--- src/rtl/pipeline_hazard_controller_pkg.sv ---
// Opcode constants, FSM state encodings and decode helpers shared with the
// decode/forwarding stage.
package pipeline_hazard_controller_pkg;

   localparam logic [5:0] OP_LD      = 6'b010100;
   localparam logic [5:0] OP_JMP     = 6'b011000;
   localparam logic [3:0] OP_CJ_PFX  = 4'b0111;
   localparam logic [2:0] OP_IMM_PFX = 3'b001;

   typedef enum logic [1:0] {
      ST_RUN     = 2'b00,
      ST_FLUSH   = 2'b01,
      ST_BR_WAIT = 2'b10,
      ST_RSVD    = 2'b11
   } state_e;

   function automatic logic op_is_cj(input logic [5:0] op);
      return op[5:2] == OP_CJ_PFX;
   endfunction

   // Immediate forms and both jump kinds carry no register source in rb.
   function automatic logic op_reads_rb(input logic [5:0] op);
      return !(op[5:3] == OP_IMM_PFX || op == OP_JMP || op_is_cj(op));
   endfunction

endpackage

--- src/rtl/pipeline_hazard_controller_sat_counter.sv ---
// Event counter that sticks at its all-ones value instead of wrapping.
module pipeline_hazard_controller_sat_counter #(
   parameter int W = 16
) (
   input  logic         clk,
   input  logic         reset,
   input  logic         inc,
   output logic [W-1:0] cnt
);

   logic [W-1:0] cnt_q;
   logic [W-1:0] cnt_d;

   always_comb begin
      cnt_d = cnt_q;
      if (inc && (cnt_q != {W{1'b1}})) begin
         cnt_d = cnt_q + W'(1);
      end
   end

   always_ff @(posedge clk) begin
      if (reset) begin
         cnt_q <= '0;
      end else begin
         cnt_q <= cnt_d;
      end
   end

   assign cnt = cnt_q;

endmodule

--- src/rtl/pipeline_hazard_controller.sv ---
// Decode-stage sequencer: load-use stalls, jump squashing, conditional-jump
// wait with timeout, and saturating stall/flush statistics.
module pipeline_hazard_controller
   import pipeline_hazard_controller_pkg::*;
#(
   parameter int CNT_W      = 16,
   parameter int BR_TIMEOUT = 8
) (
   input  logic             clk,
   input  logic             reset,
   input  logic [31:0]      ins,
   input  logic             ins_valid,
   input  logic             br_valid,
   input  logic             br_taken,
   output logic             pc_en,
   output logic             ifid_en,
   output logic             idex_bubble,
   output logic             ifid_flush,
   output logic [1:0]       state,
   output logic [CNT_W-1:0] stall_cnt,
   output logic [CNT_W-1:0] flush_cnt,
   output logic             br_err
);

   localparam int TMR_W = $clog2(BR_TIMEOUT + 1);

   state_e           state_q, state_d;
   logic             ex_ld_q, ex_ld_d;
   logic [4:0]       ex_rd_q, ex_rd_d;
   logic [TMR_W-1:0] br_tmr_q, br_tmr_d;
   logic             br_err_q, br_err_d;

   logic [5:0] op;
   logic [4:0] rd, ra, rb;
   logic       hazard;
   logic       issue;
   logic       unused_ins_bits;

   assign unused_ins_bits = ^ins[10:0];

   always_comb begin
      op     = ins[31:26];
      rd     = ins[25:21];
      ra     = ins[20:16];
      rb     = ins[15:11];
      hazard = (state_q == ST_RUN) && ins_valid && ex_ld_q && (ex_rd_q != 5'd0) &&
               ((ex_rd_q == ra) || ((ex_rd_q == rb) && op_reads_rb(op)));
      issue  = (state_q == ST_RUN) && ins_valid && !hazard;
   end

   always_comb begin
      pc_en       = 1'b1;
      ifid_en     = 1'b1;
      idex_bubble = 1'b1;
      ifid_flush  = 1'b0;
      unique case (state_q)
         ST_RUN: begin
            pc_en       = !hazard;
            ifid_en     = !hazard;
            idex_bubble = hazard;
         end
         ST_FLUSH: begin
            ifid_flush  = 1'b1;
         end
         ST_BR_WAIT: begin
            pc_en       = 1'b0;
            ifid_en     = 1'b0;
         end
         default: begin
         end
      endcase
   end

   // Next-state, load tracking (cleared whenever nothing issues) and branch timer.
   always_comb begin
      state_d  = state_q;
      br_err_d = br_err_q;
      br_tmr_d = '0;
      ex_ld_d  = issue && (op == OP_LD);
      ex_rd_d  = issue ? rd : 5'd0;
      unique case (state_q)
         ST_RUN: begin
            if (issue && (op == OP_JMP)) begin
               state_d = ST_FLUSH;
            end else if (issue && op_is_cj(op)) begin
               state_d = ST_BR_WAIT;
            end
         end
         ST_FLUSH: begin
            state_d = ST_RUN;
         end
         ST_BR_WAIT: begin
            if (br_valid) begin
               state_d = br_taken ? ST_FLUSH : ST_RUN;
            end else if (br_tmr_q == TMR_W'(BR_TIMEOUT - 1)) begin
               state_d  = ST_RUN;
               br_err_d = 1'b1;
            end else begin
               br_tmr_d = br_tmr_q + TMR_W'(1);
            end
         end
         default: begin
            state_d = ST_RUN;
         end
      endcase
   end

   always_ff @(posedge clk) begin
      if (reset) begin
         state_q  <= ST_RUN;
         ex_ld_q  <= 1'b0;
         ex_rd_q  <= 5'd0;
         br_tmr_q <= '0;
         br_err_q <= 1'b0;
      end else begin
         state_q  <= state_d;
         ex_ld_q  <= ex_ld_d;
         ex_rd_q  <= ex_rd_d;
         br_tmr_q <= br_tmr_d;
         br_err_q <= br_err_d;
      end
   end

   assign state  = state_q;
   assign br_err = br_err_q;

   pipeline_hazard_controller_sat_counter #(.W(CNT_W)) u_stall_cnt (
      .clk   (clk),
      .reset (reset),
      .inc   (!pc_en),
      .cnt   (stall_cnt)
   );

   pipeline_hazard_controller_sat_counter #(.W(CNT_W)) u_flush_cnt (
      .clk   (clk),
      .reset (reset),
      .inc   (ifid_flush),
      .cnt   (flush_cnt)
   );

endmodule
--- config.mk ---
export PLATFORM = sky130hd
export DESIGN_NAME = pipeline_hazard_controller
export DESIGN_NICKNAME = d
export VERILOG_FILES = /design/src/rtl/pipeline_hazard_controller_pkg.sv /design/src/rtl/pipeline_hazard_controller_sat_counter.sv /design/src/rtl/pipeline_hazard_controller.sv
export SDC_FILE = /design/constraint.sdc
export NUM_CORES = 1
export LEC_CHECK = 0
export ABC_AREA = 1
export CAP_MARGIN = 40
export CORE_MARGIN = 10
export CORE_UTILIZATION = 43
export CTS_CLUSTER_DIAMETER = 30
export CTS_CLUSTER_SIZE = 25
export DETAILED_ROUTE_END_ITERATION = 10
export DONT_BUFFER_PORTS = 1
export PLACE_DENSITY = 0.61
export REMOVE_ABC_BUFFERS = 1
export SLEW_MARGIN = 10
export SYNTH_ARGS = -nofsm -noshare
export SYNTH_HDL_FRONTEND = slang
export SYNTH_SLANG_ARGS = --single-unit
--- constraint.sdc ---
create_clock -name clk -period 2.4 [get_ports clk]
set_clock_uncertainty 0.15 [all_clocks]
set_input_delay 0.24 -clock clk [delete_from_list [all_inputs] [get_ports clk]]
set_output_delay 0.24 -clock clk [all_outputs]
set_load 0.02 [all_outputs]
Yosys cells after proc, flatten, opt, wreduce, memory -nomap -nowiden
Index checks and enable logic that the tools add are counted.

Word-level logic and storage cells: 58. Output and inout bits: 39. Flip-flop bits (word level): 45. Input bits: 37.

Bitwise logic cells: 3. Reductions and logical operators: 23. Add/sub/neg operators: 3. Equality and inequality tests: 13. Multiplexer cells: 9.

Operator list (number): 16-bit by 1-bit adder with 16-bit output (second input constant) (2); 16-bit inequality test (second input constant) (2); 6-bit by 5-bit == test with 1-bit output (second input constant) (2); 1-bit logical AND (11); 5-bit == test (2); 4-bit by 3-bit == test with 1-bit output (second input constant) (2); 2-bit 2-to-1 mux (4); 5-bit nonzero test (1); 4-bit by 1-bit adder with 4-bit output (second input constant) (1); 2-bit case mux with 2 select lines (1); 4-bit OR reduction (1); 3-bit by 1-bit == test with 1-bit output (second input constant) (1); 1-bit logical NOT (3); 1-bit logical OR (3); 1-bit 2-to-1 mux (3); 3-bit by 1-bit inequality test with 1-bit output (second input constant) (1); 3-bit inequality test (second input constant) (1); 1-bit NOT (3); 3-bit AND reduction (1); 2-bit by 1-bit == test with 1-bit output (second input constant) (1); 2-bit == test (second input constant) (1); 2-bit logical NOT (1); 1-bit case mux with 2 select lines (1); 2-bit AND reduction (1); 2-bit OR reduction (1).

Logic depth before layout (Yosys ltp)
Word-level depth: 13. Gate-level depth with buffers: 13. Depth with buffers taken out: 12.

By module
From an unflattened synthesis, not the netlist that was laid out.

Cell total of the unflattened synthesis: 404. Area total of the unflattened synthesis: 2581.2 um^2.

Modules (own cells, without submodules): pipeline_hazard_controller_sat_counter (cells an instance 149, seq. area each 320.3 um^2, instances 2, area an instance 929.6 um^2); pipeline_hazard_controller (cells an instance 106, seq. area each 260.2 um^2, instances 1, area an instance 721.9 um^2).

Worst setup path after synthesis
Ideal clock, no wire load.

Kind: register -> register. From: reg state_q[0], in the netlist state[0]. To: reg u_flush_cnt.cnt_q[4], in the netlist u_flush_cnt.cnt[4]. Setup slack: 0.448 ns. Data required time: 2.131 ns. Setup time: 0.119 ns. Arrival: 1.683 ns. Clock period less this slack: 1.952 ns. Cell stages (with the launch flop): 10. Buffers on the path: 2. Path through: dfxtp_1 inv_2 buf_2 nor2_1 nand2_1 buf_4 nor2_1 nand2_1 o21ai_0 a21oi_1.

Longest elaborated chain between the ends: 3.

RTL lines: start: declaration (RTL line pipeline_hazard_controller.sv:27) `state_e state_q, state_d;`; start signal: assignment (RTL line pipeline_hazard_controller.sv:116) `state_q <= state_d;`; 2-bit by 1-bit == test with 1-bit output (RTL line pipeline_hazard_controller.sv:56) `unique case (state_q)`; 1-bit 2-to-1 mux (RTL line pipeline_hazard_controller.sv:56); via ifid_flush (RTL line pipeline_hazard_controller.sv:18) `output logic ifid_flush,`; 1-bit logical AND (RTL line pipeline_hazard_controller_sat_counter.sv:16) `if (inc && (cnt_q != {W{1'b1}})) begin`; end signal: assignment (RTL line pipeline_hazard_controller_sat_counter.sv:25) `cnt_q <= cnt_d;`; end: declaration (RTL line pipeline_hazard_controller_sat_counter.sv:11) `logic [W-1:0] cnt_q;`.

The timed path passes the listed nets, and every way through them passes these cells. A chain may end at the register's enable or synchronous reset.

Worst setup path in the final report
From: reg state_q[0], in the netlist state[0]. To: out pc_en.

Longest elaborated chain between the ends: 7. Elaborated cells between the ends (all ways): 8. Classes of those cells: eq/ne: 1; mux: 1; reduce/logical: 6.

RTL lines: 2-bit logical NOT; 1-bit logical AND (4 in series) (RTL line pipeline_hazard_controller.sv:46) `hazard = (state_q == ST_RUN) && ins_valid && ex_ld_q && (ex_rd_q != 5'd0) &&`; 1-bit logical NOT; 1-bit case mux with 2 select lines (*); end: declaration (RTL line pipeline_hazard_controller.sv:15) `output logic pc_en,`.

Every way passes the cells marked *; elsewhere a longest branch is shown, timed or not.

==> impl_summary.txt <==
----------------------------------------------------
[Timing]
  Endpoints failing hold ... 0
  Worst max-slew margin expressed relative to the limit ... 57.8%
  WHS ... 0.0196 ns
  Final setup violation count ... 0
  Final number of max-transition violations ... 0
  Total negative slack for setup checks ... 0 ns
  Shortest period the worst path allows ... 2.21 ns
  RSZ-0062 raised after global routing ... false
  Maximum clock frequency ... 0.452 GHz
  Share of the clock period used by the worst path ... 92.3%
  Worst Slack Setup Final ... 0.185 ns
  Least-Margin Pin Slew ... 0.631 ns

[Die]
  Core outline area ... 5890 µm²
  Number of primary I/O pins ... 76
  Horizontal die dimension ... 97.4 µm
  Num rows ... 28
  Initial standard-cell utilization of the core ... 43.8%
  DIE HEIGHT ... 97.4 µm
  Die area ... 9490 µm²

[Cells and area]
  Register area ... 901 µm²
  Share of layout cells above drive strength 1 ... 11.7%
  Ant. Diodes ... 0
  Count of filler cells inserted in the layout ... 605
  Fin util ... 50.2%
  Commonest non-fill, non-tap cell in the layout ... sky130_fd_sc_hd__nand2_1
  Number of nets at the end of the flow ... 433
  Highest-count cells in the layout ignoring fill and taps ... sky130_fd_sc_hd__nand2_1, sky130_fd_sc_hd__dfxtp_1, sky130_fd_sc_hd__nor2_1
  P&R area growth vs syn ... 14.6%
  Area occupied by multi-input gates ... 1410 µm²

[Global route]
  Vias in the first global route ... 2,294
  Global-route total usage across every layer ... 13.3%
  Global route total overflow ... 0
  Initial antenna violation count ... 0
  Wire length of the first global-routing pass ... 10.9 mm
  Maximum number of pins on one net before global-route repair ... 27

[Synthesis]
  Count of state elements after synthesis ... 45
  Synthesized instance count ... 368
  Share of synthesized flip-flops with an asynchronous set or reset ... 0%
  Part of the Yosys area used for sequential elements ... 35.0%
  Number of warnings issued by yosys ... 0
  Number of distinct library cells after synthesis ... 34
  Number of enable flip-flop cells after synthesis ... 0
  Most used flip-flop cell after synthesis ... sky130_fd_sc_hd__dfxtp_1
  Post-Syn Area per Cell ... 7.00 µm²
  Summed instance area of the synthesized netlist ... 2580 µm²

[Power and ir drop]
  Relative contribution of combinational cells to total power ... 5.6%
  Internal power summed over all cells ... 1.12 mW
  Max VDD drop ... 246 µV
  Switching share of power ... 21.6%
  Reported leakage power ... 1.07 nW
  Proportion of power drawn by flip-flops and latches ... 52.7%
  Pwr Density ... 486 nW/µm²
  Clock network fraction of total power ... 41.7%
  Psw ... 0.311 mW

[Routing]
  Post-route DRC ... 0
  Sum of routed wire segments on met1 ... 2.77 mm
  Length of routed met3 wiring ... 498 µm
  Antenna Violating Nets Remaining ... 0
  Total number of vias ... 2,354
  Uppermost layer routed ... met4
  Routed wirelength normalized by instance count ... 13.6 µm
  Number of detailed-route iterations in the first pass ... 4
  Sum of met2 wire segment lengths after detailed routing ... 3.04 mm
  Wirelength, routed ... 6.39 mm
  Number of vias per cell after detailed routing ... 5.02
  Initial drt markers ... 75

[Setup path]
  Crit path max fanout ... 20
  Critical path capture point type ... output port
  Class of the most critical setup path ... reg2out
  CP arrival ... 1.82 ns
  Startpoint type of the worst setup path ... flip-flop
  Register-to-register setup slack ... 0.45 ns
  Number of cells traversed by the worst register-to-register path ... 6
  Required time at the worst-slack endpoint ... 2.01 ns

[Placement]
  Worst Setup Slack post-DPL ... 0.455 ns
  Routability cong. ... 0.828
  IO Port Bufs ... 0
  HPWL reported at the end of detailed placement ... 4.74 mm

[Clock network]
  TritonCTS clock tree ... done
  Deepest clock path buffer count ... 2
  Insertion delay of the later-clocked pin in the worst-skew pair ... 0.30 ns
  Clock-pin slew of the registers on the worst-case setup and hold paths ... 0.08 ns
  Clock tree root driver cell ... sky130_fd_sc_hd__clkbuf_8
  Clk sinks ... 45
  # H-tree levels ... 2
  Setup Buffers After CTS ... 0
  Number of buffers inserted during clock tree synthesis ... 5

[Min path]
  Number of cells on the worst hold path ... 3
  Hold/Removal Path Class ... in2reg

[Status]
  Outcome ... finished, final reports clean

[Job]
  Reported max-cap violation count ... 0

----------------------------------------------------
==> registers in the layout, indices dropped and copies added (netlist names) <==
signal,cells
u_flush_cnt.cnt,16
state,2
ex_rd_q,5
u_stall_cnt.cnt,16
br_err,1
ex_ld_q,1
br_tmr_q,4
==> worst max-delay path, stage by stage (launching register included) <==
cell and delay (ns):
sky130_fd_sc_hd__dfxtp_1 0.41, sky130_fd_sc_hd__inv_2 0.10, sky130_fd_sc_hd__nand2_1 0.07, sky130_fd_sc_hd__inv_2 0.08, sky130_fd_sc_hd__nand3_1 0.09, sky130_fd_sc_hd__a21oi_2 0.13, sky130_fd_sc_hd__nand2_2 0.08, sky130_fd_sc_hd__nand2_4 0.25
sky130_fd_sc_hd__nand2_1 0.33
==> through the flow <==
step                      std cells  total power [mW]  area [µm²]
after CTS                       468              1.45        2940
after detailed placement        449             0.830        2710
after floorplan                 356             0.819        2480
final                           469              1.44        2950
after global placement          449             0.829        2710
after global routing            469              1.49        2950
==> power by group through the flow <==
stage,logic [mW],clock network (mW),registers (mW)
6_report,0.0799,0.599,0.756
5_1_grt,0.0918,0.638,0.757
4_1_cts,0.0778,0.613,0.757
3_5_place_dp,0.0559,0,0.774
3_3_place_gp,0.0546,0,0.774
2_1_floorplan,0.0447,0,0.774
==> cell type report <==
cell class	count	share of cell area (%)
Multi-Input combinational cell	265	47.7
Sequential cell	45	30.5
Timing Repair Buffer	30	8.81
Inverter	46	5.85
Tap cell	75	3.18
Clock buffer	7	2.92
Clock inverter	1	1.02
==> synth_stat cells (3+ instances only) <==
library cell	n	area, µm²
sky130_fd_sc_hd__xnor2_1	9	78.8
sky130_fd_sc_hd__nand3_1	19	95.1
sky130_fd_sc_hd__inv_2	6	22.5
sky130_fd_sc_hd__xor2_1	16	140
sky130_fd_sc_hd__dfxtp_1	45	901
sky130_fd_sc_hd__a21oi_2	3	26.3
sky130_fd_sc_hd__a21oi_1	31	155
sky130_fd_sc_hd__nand2_1	81	304
sky130_fd_sc_hd__clkbuf_1	4	15.0
sky130_fd_sc_hd__nand4_1	21	131
sky130_fd_sc_hd__inv_1	39	146
sky130_fd_sc_hd__o21ai_0	8	40.0
sky130_fd_sc_hd__nor3_2	3	30.0
sky130_fd_sc_hd__nor2_1	42	158
sky130_fd_sc_hd__nor3_1	16	80.1
sky130_fd_sc_hd__ha_1	3	37.5
==> path summary, 6_finish.rpt <==
check                            from                  to
setup / recovery             state[0]               pc_en
hold / removal               br_valid              br_err
setup reg to reg  u_stall_cnt.cnt[13]  u_stall_cnt.cnt[1]
hold reg to reg           br_tmr_q[0]         br_tmr_q[0]
==> cells by family after synthesis <==
| family | Yosys count | share of synthesized area [%] |
|---|---|---|
| AO/OA/AOI/OAI | 44 | 9.18 |
| XOR/XNOR | 25 | 8.50 |
| adder cells (fa/ha/maj) | 3 | 1.46 |
| buffers and inverters | 58 | 10.3 |
| flip-flops | 45 | 35.0 |
| AND/OR/NAND/NOR | 193 | 35.6 |
==> metal layers <==
layer,GRT usage (%),vias to the layer above
li1,-,1240
met1,15.6,1054
met2,21.8,53
met3,5.19,7
met4,4.03,0
met5,0,-
==> timing repair <==
action                    4_1_cts  5_1_grt
hold endpoints to repair       32        0
hold buffers                   11        0
gates resized for setup         0        0
Note: power is estimated with default switching activity, not from simulation.
